## src/rtl/rv_fetch_pkg.sv

```systemverilog
// Shared definitions for the RV32I instruction-fetch stage:
// FSM state encoding, the NOP word and the PC step.
package rv_fetch_pkg;

    typedef enum logic [2:0] {
        ST_IDLE   = 3'd0,
        ST_REQ    = 3'd1,
        ST_WAIT   = 3'd2,
        ST_HOLD   = 3'd3,
        ST_HALTED = 3'd4
    } fetch_state_e;

    localparam logic [31:0] NOP_INST = 32'h0000_0013;
    localparam logic [31:0] PC_INC   = 32'd4;

    // Force a redirect target onto a word boundary.
    function automatic logic [31:0] word_align(input logic [31:0] a);
        return a & ~32'h3;
    endfunction

endpackage

```

## src/rtl/if_lat_cnt.sv

```systemverilog
// Loadable 2-bit down-counter with zero flag; paces the WAIT state of
// the fetch FSM. Saturates at zero so an extra decrement is harmless.
module if_lat_cnt (
    input  logic       clk,
    input  logic       rst_n,
    input  logic       load_i,
    input  logic [1:0] load_val_i,
    input  logic       dec_i,
    output logic       zero_o
);

    logic [1:0] cnt_q;

    // Load takes priority over decrement.
    always_ff @(posedge clk or negedge rst_n) begin
        if (!rst_n)                      cnt_q <= 2'd0;
        else if (load_i)                 cnt_q <= load_val_i;
        else if (dec_i && cnt_q != 2'd0) cnt_q <= cnt_q - 2'd1;
    end

    assign zero_o = (cnt_q == 2'd0);

endmodule

```

## src/rtl/inst_fetch.sv

```systemverilog
// Instruction-fetch stage of the multicycle RV32I core. Owns the PC,
// issues reads to a synchronous instruction memory, holds the fetched
// word under a valid/ready handshake, accepts redirects from execute
// and freezes permanently on halt.
// Optional feature macro: IF_MISALIGN_TRAP_EN -- a misaligned redirect
// is refused, sets a sticky misalign_err and halts fetch. Without it the
// target's low two bits are cleared and misalign_err is tied low.
module inst_fetch
    import rv_fetch_pkg::*;
#(
    parameter logic [31:0] RESET_PC     = 32'h0000_0000,
    parameter int          IMEM_AW      = 12,
    parameter int          IMEM_LATENCY = 1
) (
    input  logic               CLK,
    input  logic               RSTn,
    output logic               I_MEM_CSN,
    output logic [IMEM_AW-1:0] I_MEM_ADDR,
    input  logic [31:0]        I_MEM_DI,
    output logic               id_valid,
    input  logic               id_ready,
    output logic [31:0]        inst,
    output logic [31:0]        pc,
    output logic [31:0]        pc_plus4,
    input  logic               redir_valid,
    input  logic [31:0]        redir_pc,
    input  logic               halt,
    output logic               halted,
    output logic               misalign_err
);

    localparam logic [1:0] LAT_LOAD = 2'(IMEM_LATENCY - 1);

    fetch_state_e state_q, state_d;
    logic [31:0]  pc_q, pc_d;       // fetch PC
    logic [31:0]  inst_q, inst_d;   // captured instruction
    logic [31:0]  ipc_q, ipc_d;     // address of captured instruction
    logic         lat_zero;

    if_lat_cnt u_lat_cnt (
        .clk        (CLK),
        .rst_n      (RSTn),
        .load_i     (state_q == ST_REQ),
        .load_val_i (LAT_LOAD),
        .dec_i      (state_q == ST_WAIT),
        .zero_o     (lat_zero)
    );

`ifdef IF_MISALIGN_TRAP_EN
    logic err_q, err_d;

    // Sticky misaligned-redirect flag.
    always_ff @(posedge CLK or negedge RSTn) begin
        if (!RSTn) err_q <= 1'b0;
        else       err_q <= err_d;
    end

    assign misalign_err = err_q;
`else
    assign misalign_err = 1'b0;
`endif

    // State, PC and captured-instruction registers.
    always_ff @(posedge CLK or negedge RSTn) begin
        if (!RSTn) begin
            state_q <= ST_IDLE;
            pc_q    <= RESET_PC;
            inst_q  <= NOP_INST;
            ipc_q   <= RESET_PC;
        end else begin
            state_q <= state_d;
            pc_q    <= pc_d;
            inst_q  <= inst_d;
            ipc_q   <= ipc_d;
        end
    end

    // Next-state logic: normal sequencing first, then redirect and halt
    // override it (halt has the last word, so it wins over both).
    always_comb begin
        state_d = state_q;
        pc_d    = pc_q;
        inst_d  = inst_q;
        ipc_d   = ipc_q;
`ifdef IF_MISALIGN_TRAP_EN
        err_d   = err_q;
`endif
        case (state_q)
            ST_IDLE: state_d = ST_REQ;
            ST_REQ:  state_d = ST_WAIT;
            ST_WAIT: begin
                if (lat_zero) begin
                    inst_d  = I_MEM_DI;
                    ipc_d   = pc_q;
                    state_d = ST_HOLD;
                end
            end
            ST_HOLD: begin
                if (id_ready) begin
                    pc_d    = pc_q + PC_INC;
                    state_d = ST_REQ;
                end
            end
            default: state_d = ST_HALTED;
        endcase

        if (state_q != ST_HALTED) begin
            if (redir_valid) begin
                // An in-flight read is dropped: keep the old inst/pc.
                inst_d = inst_q;
                ipc_d  = ipc_q;
`ifdef IF_MISALIGN_TRAP_EN
                if (redir_pc[1:0] != 2'b00) begin
                    err_d   = 1'b1;
                    pc_d    = pc_q;
                    state_d = ST_HALTED;
                end else begin
                    pc_d    = redir_pc;
                    state_d = ST_REQ;
                end
`else
                pc_d    = word_align(redir_pc);
                state_d = ST_REQ;
`endif
            end
            if (halt) begin
                pc_d    = pc_q;
                inst_d  = inst_q;
                ipc_d   = ipc_q;
`ifdef IF_MISALIGN_TRAP_EN
                err_d   = err_q;
`endif
                state_d = ST_HALTED;
            end
        end
    end

    assign I_MEM_CSN  = (state_q != ST_REQ);
    assign I_MEM_ADDR = pc_q[IMEM_AW-1:0];
    assign id_valid   = (state_q == ST_HOLD);
    assign halted     = (state_q == ST_HALTED);
    assign inst       = inst_q;
    assign pc         = ipc_q;
    assign pc_plus4   = ipc_q + PC_INC;

endmodule

```

## config.mk

```make
export PLATFORM = sky130hd
export DESIGN_NAME = inst_fetch
export DESIGN_NICKNAME = d
export VERILOG_FILES = /design/src/rtl/rv_fetch_pkg.sv /design/src/rtl/if_lat_cnt.sv /design/src/rtl/inst_fetch.sv
export SDC_FILE = /design/constraint.sdc
export NUM_CORES = 1
export LEC_CHECK = 0
export ABC_AREA = 1
export BUFFER_PORTS_ARGS = -buffer_cell sky130_fd_sc_hd__buf_2
export CORE_UTILIZATION = 45
export CTS_CLUSTER_SIZE = 30
export DETAILED_ROUTE_END_ITERATION = 12
export PLACE_DENSITY_LB_ADDON = 0.15
export SLEW_MARGIN = 20
export SYNTH_ARGS = -nofsm -noshare
export SYNTH_HDL_FRONTEND = slang
export SYNTH_SLANG_ARGS = --single-unit
```

## constraint.sdc

```tcl
create_clock -name CLK -period 2.15 [get_ports CLK]
set_input_delay 0.215 -clock CLK [delete_from_list [all_inputs] [get_ports CLK]]
set_output_delay 0.215 -clock CLK [all_outputs]
set_load 0.05 [all_outputs]
```

Word level (Yosys, flattened, before mapping)

Index checks and enable logic that the tools add are counted.

$add $sub $neg: 3
Equal/unequal tests: 8
Multiplexer cells: 23
Reduce and logical (&&, ||, !) cells: 6

Operators by type and width:

| kind                    | number |
|---|---|
| $mux W32                | 15 |
| $add A32 B3 Y32 const B | 2 |
| $mux W3                 | 5 |
| $pmux W3 S4             | 1 |
| $eq A3 B2 Y1 const B    | 2 |
| $mux W2                 | 2 |
| $ne A2 B2 Y1 const B    | 2 |
| $reduce_bool A2 Y1      | 2 |
| $eq A3 B1 Y1 const B    | 1 |
| $eq A3 B3 Y1 const B    | 1 |
| $logic_not A3 Y1        | 1 |
| $ne A3 B1 Y1 const B    | 1 |
| $ne A3 B3 Y1 const B    | 1 |
| $logic_not A2 Y1        | 1 |
| $reduce_and A2 Y1       | 1 |
| $sub A2 B1 Y2 const B   | 1 |
| $logic_and A1 B1 Y1     | 1 |

Flip-flop bits (word level): 101
Bits of input ports: 69
Output and inout port bits: 112
Word-level logic and storage cells: 45

Longest topological paths before layout

Word-level depth: 6
Mapped depth: 11
Mapped depth without buffers: 10

By module

From an unflattened synthesis, not the netlist that was laid out.

Cells, all modules: 822
Area, all modules: 5,829.3 µm²

By module, submodules not included:

| module     | times used | cells an instance | area an instance (µm²) | seq. area each (µm²) |
|---|---|---|---|---|
| inst_fetch | 1          | 803               | 5,701.7                | 2,381.0 |
| if_lat_cnt | 1          | 19                | 127.6                  | 50.0 |

Least setup slack after synthesis

Ideal clock, no wire load.

Kind: reg2out
From: reg ipc_q[3], in the netlist pc[3]
To: out pc_plus4[18]
Data arrival time: 2.523 ns
Data required time: 1.935 ns
Slack: -0.588 ns
Stages on the path, launching flop included: 9
Path buffers: 0
Cells stage by stage: dfrtp_1 -> ha_1 -> nand2_1 -> nor3_2 -> nand2_2 -> nor2_2 -> nand2_2 -> nor2_4 -> xor2_1

Cells in the longest elaborated chain, start to end: 1

Ends and longest elaborated chain:

| what                     | line              | source |
|---|---|---|
| start: declaration       | inst_fetch.sv:37  | `logic [31:0] ipc_q, ipc_d;` |
| start signal: assignment | inst_fetch.sv:74  | `ipc_q <= ipc_d;` |
| $add A32 B3 Y32          | inst_fetch.sv:144 | `assign pc_plus4 = ipc_q + PC_INC;` |
| end: declaration         | inst_fetch.sv:24  | `output logic [31:0] pc_plus4,` |

Every way passes these cells.

Worst setup path in the final report

From: reg ipc_q[11], in the netlist pc[11]
To: out pc_plus4[22]

Same word-level chain as after synthesis.

==> PnR_summary.wiki <==
{| class="wikitable"
! Metric !! Value
|-
| Cell with the largest stage delay on the worst path || sky130_fd_sc_hd__dfrtp_2
|-
| Kind of launch point of the worst setup path || register
|-
| Critical path start-end classification || reg2out
|-
| Maximum number of pins on one net before global-route repair || 91
|-
| Warning count from the yosys run || 0
|-
| Minimum clock period || 2.21 ns
|-
| Cell depth of the worst min-delay path || 2
|-
| Maximum resistive drop on vdd || 266 µV
|-
| Flip-flop and latch count after synthesis || 97
|-
| Leak Pwr || 0.00400 µW
|-
| Path depth of the worst reg2reg path || 11
|-
| Clock sink total || 97
|-
| Tcrit/Tclk final || 103%
|-
| Clk slew on worst S/H paths || 0.06 ns
|-
| FMAX || 0.453 GHz
|-
| Core area || 12,700 µm²
|-
| Detail-routed via count per cell || 4.85
|-
| Number of placed I/O pins || 181
|-
| Number of enable flip-flop cells after synthesis || 0
|-
| Initial DRC Count || 393
|-
| Critical path buffers and inverters || 2
|-
| RSZ-0062 raised after global routing || yes
|-
| Net total in the final layout || 1,090
|-
| Sort of element at the end of the critical path || output port
|-
| Overall routing resource usage || 24.4%
|-
| Area Growth Syn to Fin || 31.0%
|-
| Cell variety after synth || 35
|-
| Total Die Area || 13,600 µm²
|-
| Final Wtd Congestion || 0.956
|-
| Number of cells produced by synthesis || 841
|-
| First-pass GRT wire length || 25,100 µm
|-
| Reported max-cap violation count || 0
|-
| Arrival time at the worst endpoint || 1.99 ns
|-
| Via count of the routed design || 5,796
|-
| Worst-case clock buffer depth || 2
|-
| Initial antenna violation count || 0
|-
| Routed length per placed instance || 13.6 µm
|-
| Clock insertion delay at the later pin of the skew report || 0.35 ns
|-
| Delay-heaviest family, CP || simple AND/OR/NAND/NOR gates
|-
| CTS tree || built
|-
| Final hold viol count || 0
|-
| Result of the run || finished, violations left
|-
| Half-perimeter wire length of the detailed placement result || 11,800 µm
|-
| Data required time at the worst endpoint || 1.93 ns
|-
| First drt pass iteration count || 5
|-
| Maximum level of the CTS H-tree || 3
|-
| Syn Std Cell Area || 5900 µm²
|-
| Core Util, Final || 60.7%
|-
| Average instance area after synthesis || 7.01 µm²
|-
| Root buf cell || sky130_fd_sc_hd__clkbuf_16
|-
| Power consumption || 3490 µW
|-
| Critical Path Fanout Max || 5
|-
| Cts bufs inserted || 9
|-
| Chip width || 116 µm
|-
| Share of cells above drive strength 1 || 29.7%
|-
| Number of antenna repair diodes || 0
|-
| Proportion of synthesized flip-flops having asynchronous set or reset || 100%
|-
| Number of port buffers || 171
|-
| Setup ws final || -0.0555 ns
|-
| Final global-route overflow total || 0
|-
| Die boundary height || 116 µm
|-
| Total number of cells along the worst setup path || 9
|-
| Final ANT Viol Nets || 0
|-
| Critical-path cell list || inv_1 > nor3_4 > nand2_2 > nor2_4 > nand2_4 > nor2_4 > nand3b_1 > nand2_4 > buf_8
|-
| Pwr Density || 452 nW/µm²
|-
| Total DRC errors in the routed layout || 0
|-
| Number of core rows || 41
|-
| Total length of routed wires || 16,200 µm
|-
| # setup viols final || 5
|-
| CP peak stage delay || 0.41 ns
|-
| Starting utilization of the core area || 46.4%
|-
| Final slew viol count || 0
|-
| Dominant synthesized flop cell || sky130_fd_sc_hd__dfrtp_1
|-
| Via count of the first global-routing pass || 5,287
|-
| Final Skew || 0.00632 ns
|-
| Violated checks || setup timing
|-
| Sequential fraction of the synthesis area || 41.2%
|-
| Kind of path behind the tightest hold check || in2reg
|}
Yosys cell counts (9+ instances only):
| master | number | area share (%) |
|---|---|---|
| sky130_fd_sc_hd__dfrtp_1 | 94 | 40 |
| sky130_fd_sc_hd__o21ai_1 | 70 | 5.9 |
| sky130_fd_sc_hd__a21oi_1 | 10 | 0.85 |
| sky130_fd_sc_hd__clkbuf_1 | 9 | 0.57 |
| sky130_fd_sc_hd__xnor2_1 | 9 | 1.3 |
| sky130_fd_sc_hd__nor3_1 | 12 | 1.0 |
| sky130_fd_sc_hd__buf_2 | 10 | 0.85 |
| sky130_fd_sc_hd__inv_1 | 128 | 8.1 |
| sky130_fd_sc_hd__xor2_1 | 16 | 2.4 |
| sky130_fd_sc_hd__buf_4 | 24 | 3.1 |
| sky130_fd_sc_hd__nand3_1 | 53 | 4.5 |
| sky130_fd_sc_hd__nor2_1 | 65 | 4.1 |
| sky130_fd_sc_hd__o21ai_0 | 37 | 3.1 |
| sky130_fd_sc_hd__nand4_1 | 13 | 1.4 |
| sky130_fd_sc_hd__nand2_1 | 247 | 16 |
state kept, by name (all words and copies together), names as in the netlist:
signal	cells
pc_q	30
state_q	3
u_lat_cnt.cnt_q	2
pc	30
inst	32
stage by stage:
step	TNS, ns	instances	instance area, µm²	hold slack (ns)	setup WS [ns]
final	-0.210	1195	7720	0.0418	-0.0555
after floorplan	-0.0823	847	6130	-0.0806	-0.0295
after global routing	-1.30	1195	7720	0.0411	-0.182
after CTS	-0.252	1188	7570	0.0228	-0.0561
after global placement	0	1164	7080	0.180	0.0988
after detailed placement	0	1164	7080	0.176	0.0391
final cells by class:
cell class                      count  area, µm²
Clock buffer                       11        233
Clock inverter                      5       40.0
Fill cell                        1247       5000
Inverter                          131        492
Multi-Input combinational cell    575       3050
Sequential cell                    97       2460
Tap cell                          172        215
Timing Repair Buffer              204       1240
final timing paths:
kind | start | to | slack [ns]
worst max register to register | state_q[0] | pc_q[20] | 0.31
worst max-delay path | pc[11] | pc_plus4[22] | -0.06
max in group asynchronous | RSTn | inst[1] | 1.07
worst min register to register | inst[4] | inst[4] | 0.47
min in group asynchronous | RSTn | inst[13] | 0.37
worst min-delay path | halt | state_q[1] | 0.04
placed cells by master, fill, tap and decap left out, drive strengths merged, types with 6 or more instances in the layout:
master  instances
xnor2           9
nand2         251
nand4          14
conb            7
o21ai         107
nand3          53
nor3           14
dfrtp          94
a21oi          10
nand3b          6
buf           201
xor2           16
inv           133
clkbuf         13
nor2           72
timing repair:
item,4_1_cts,5_1_grt
resized for setup,45,39
endpoints found under the setup margin,15,19
setup buffers,7,7
hold endpoints to repair,27,0
hold buffers,1,0
cloned,0,0
pin swaps,12,7
worst reg2reg max path, cell delays in order (launching register included):
cell and delay (ns):
sky130_fd_sc_hd__dfrtp_1 0.42, sky130_fd_sc_hd__inv_1 0.10, sky130_fd_sc_hd__nand2_2 0.10, sky130_fd_sc_hd__nor2_8 0.13, sky130_fd_sc_hd__inv_2 0.05, sky130_fd_sc_hd__nand2_2 0.09, sky130_fd_sc_hd__buf_4 0.43, sky130_fd_sc_hd__o21ai_1 0.18
sky130_fd_sc_hd__nand3_1 0.11, sky130_fd_sc_hd__nand2_1 0.05, sky130_fd_sc_hd__nand2_1 0.05, sky130_fd_sc_hd__inv_1 0.03
kinds of logic (layout without fill, tap and decap cells):
kind of cell    count (synthesis)  count (layout)  synth area share [%]
xor+xnor                       25              25                  3.71
flops                          97              97                  41.2
buf+inv                       175             351                  13.0
simple gates                  416             416                  30.5
other cells                     1               7                0.0636
compound gates                124             124                  10.8
fa+ha+maj                       3               3                 0.637
where the power goes:
group | internal (µW) | switching [µW]
sequential | 1830 | 5.69
combinational | 57.5 | 103
clock | 795 | 701
total | 2680 | 810
per-layer routing:
layer	wire length (µm)	up-vias	track usage [%]
met4	465	0	11.7
met2	7630	178	39.7
met5	0	-	0
met1	7380	2622	32.2
met3	730	31	3.32
li1	-	2965	-
(Power assumes the default switching activity.)
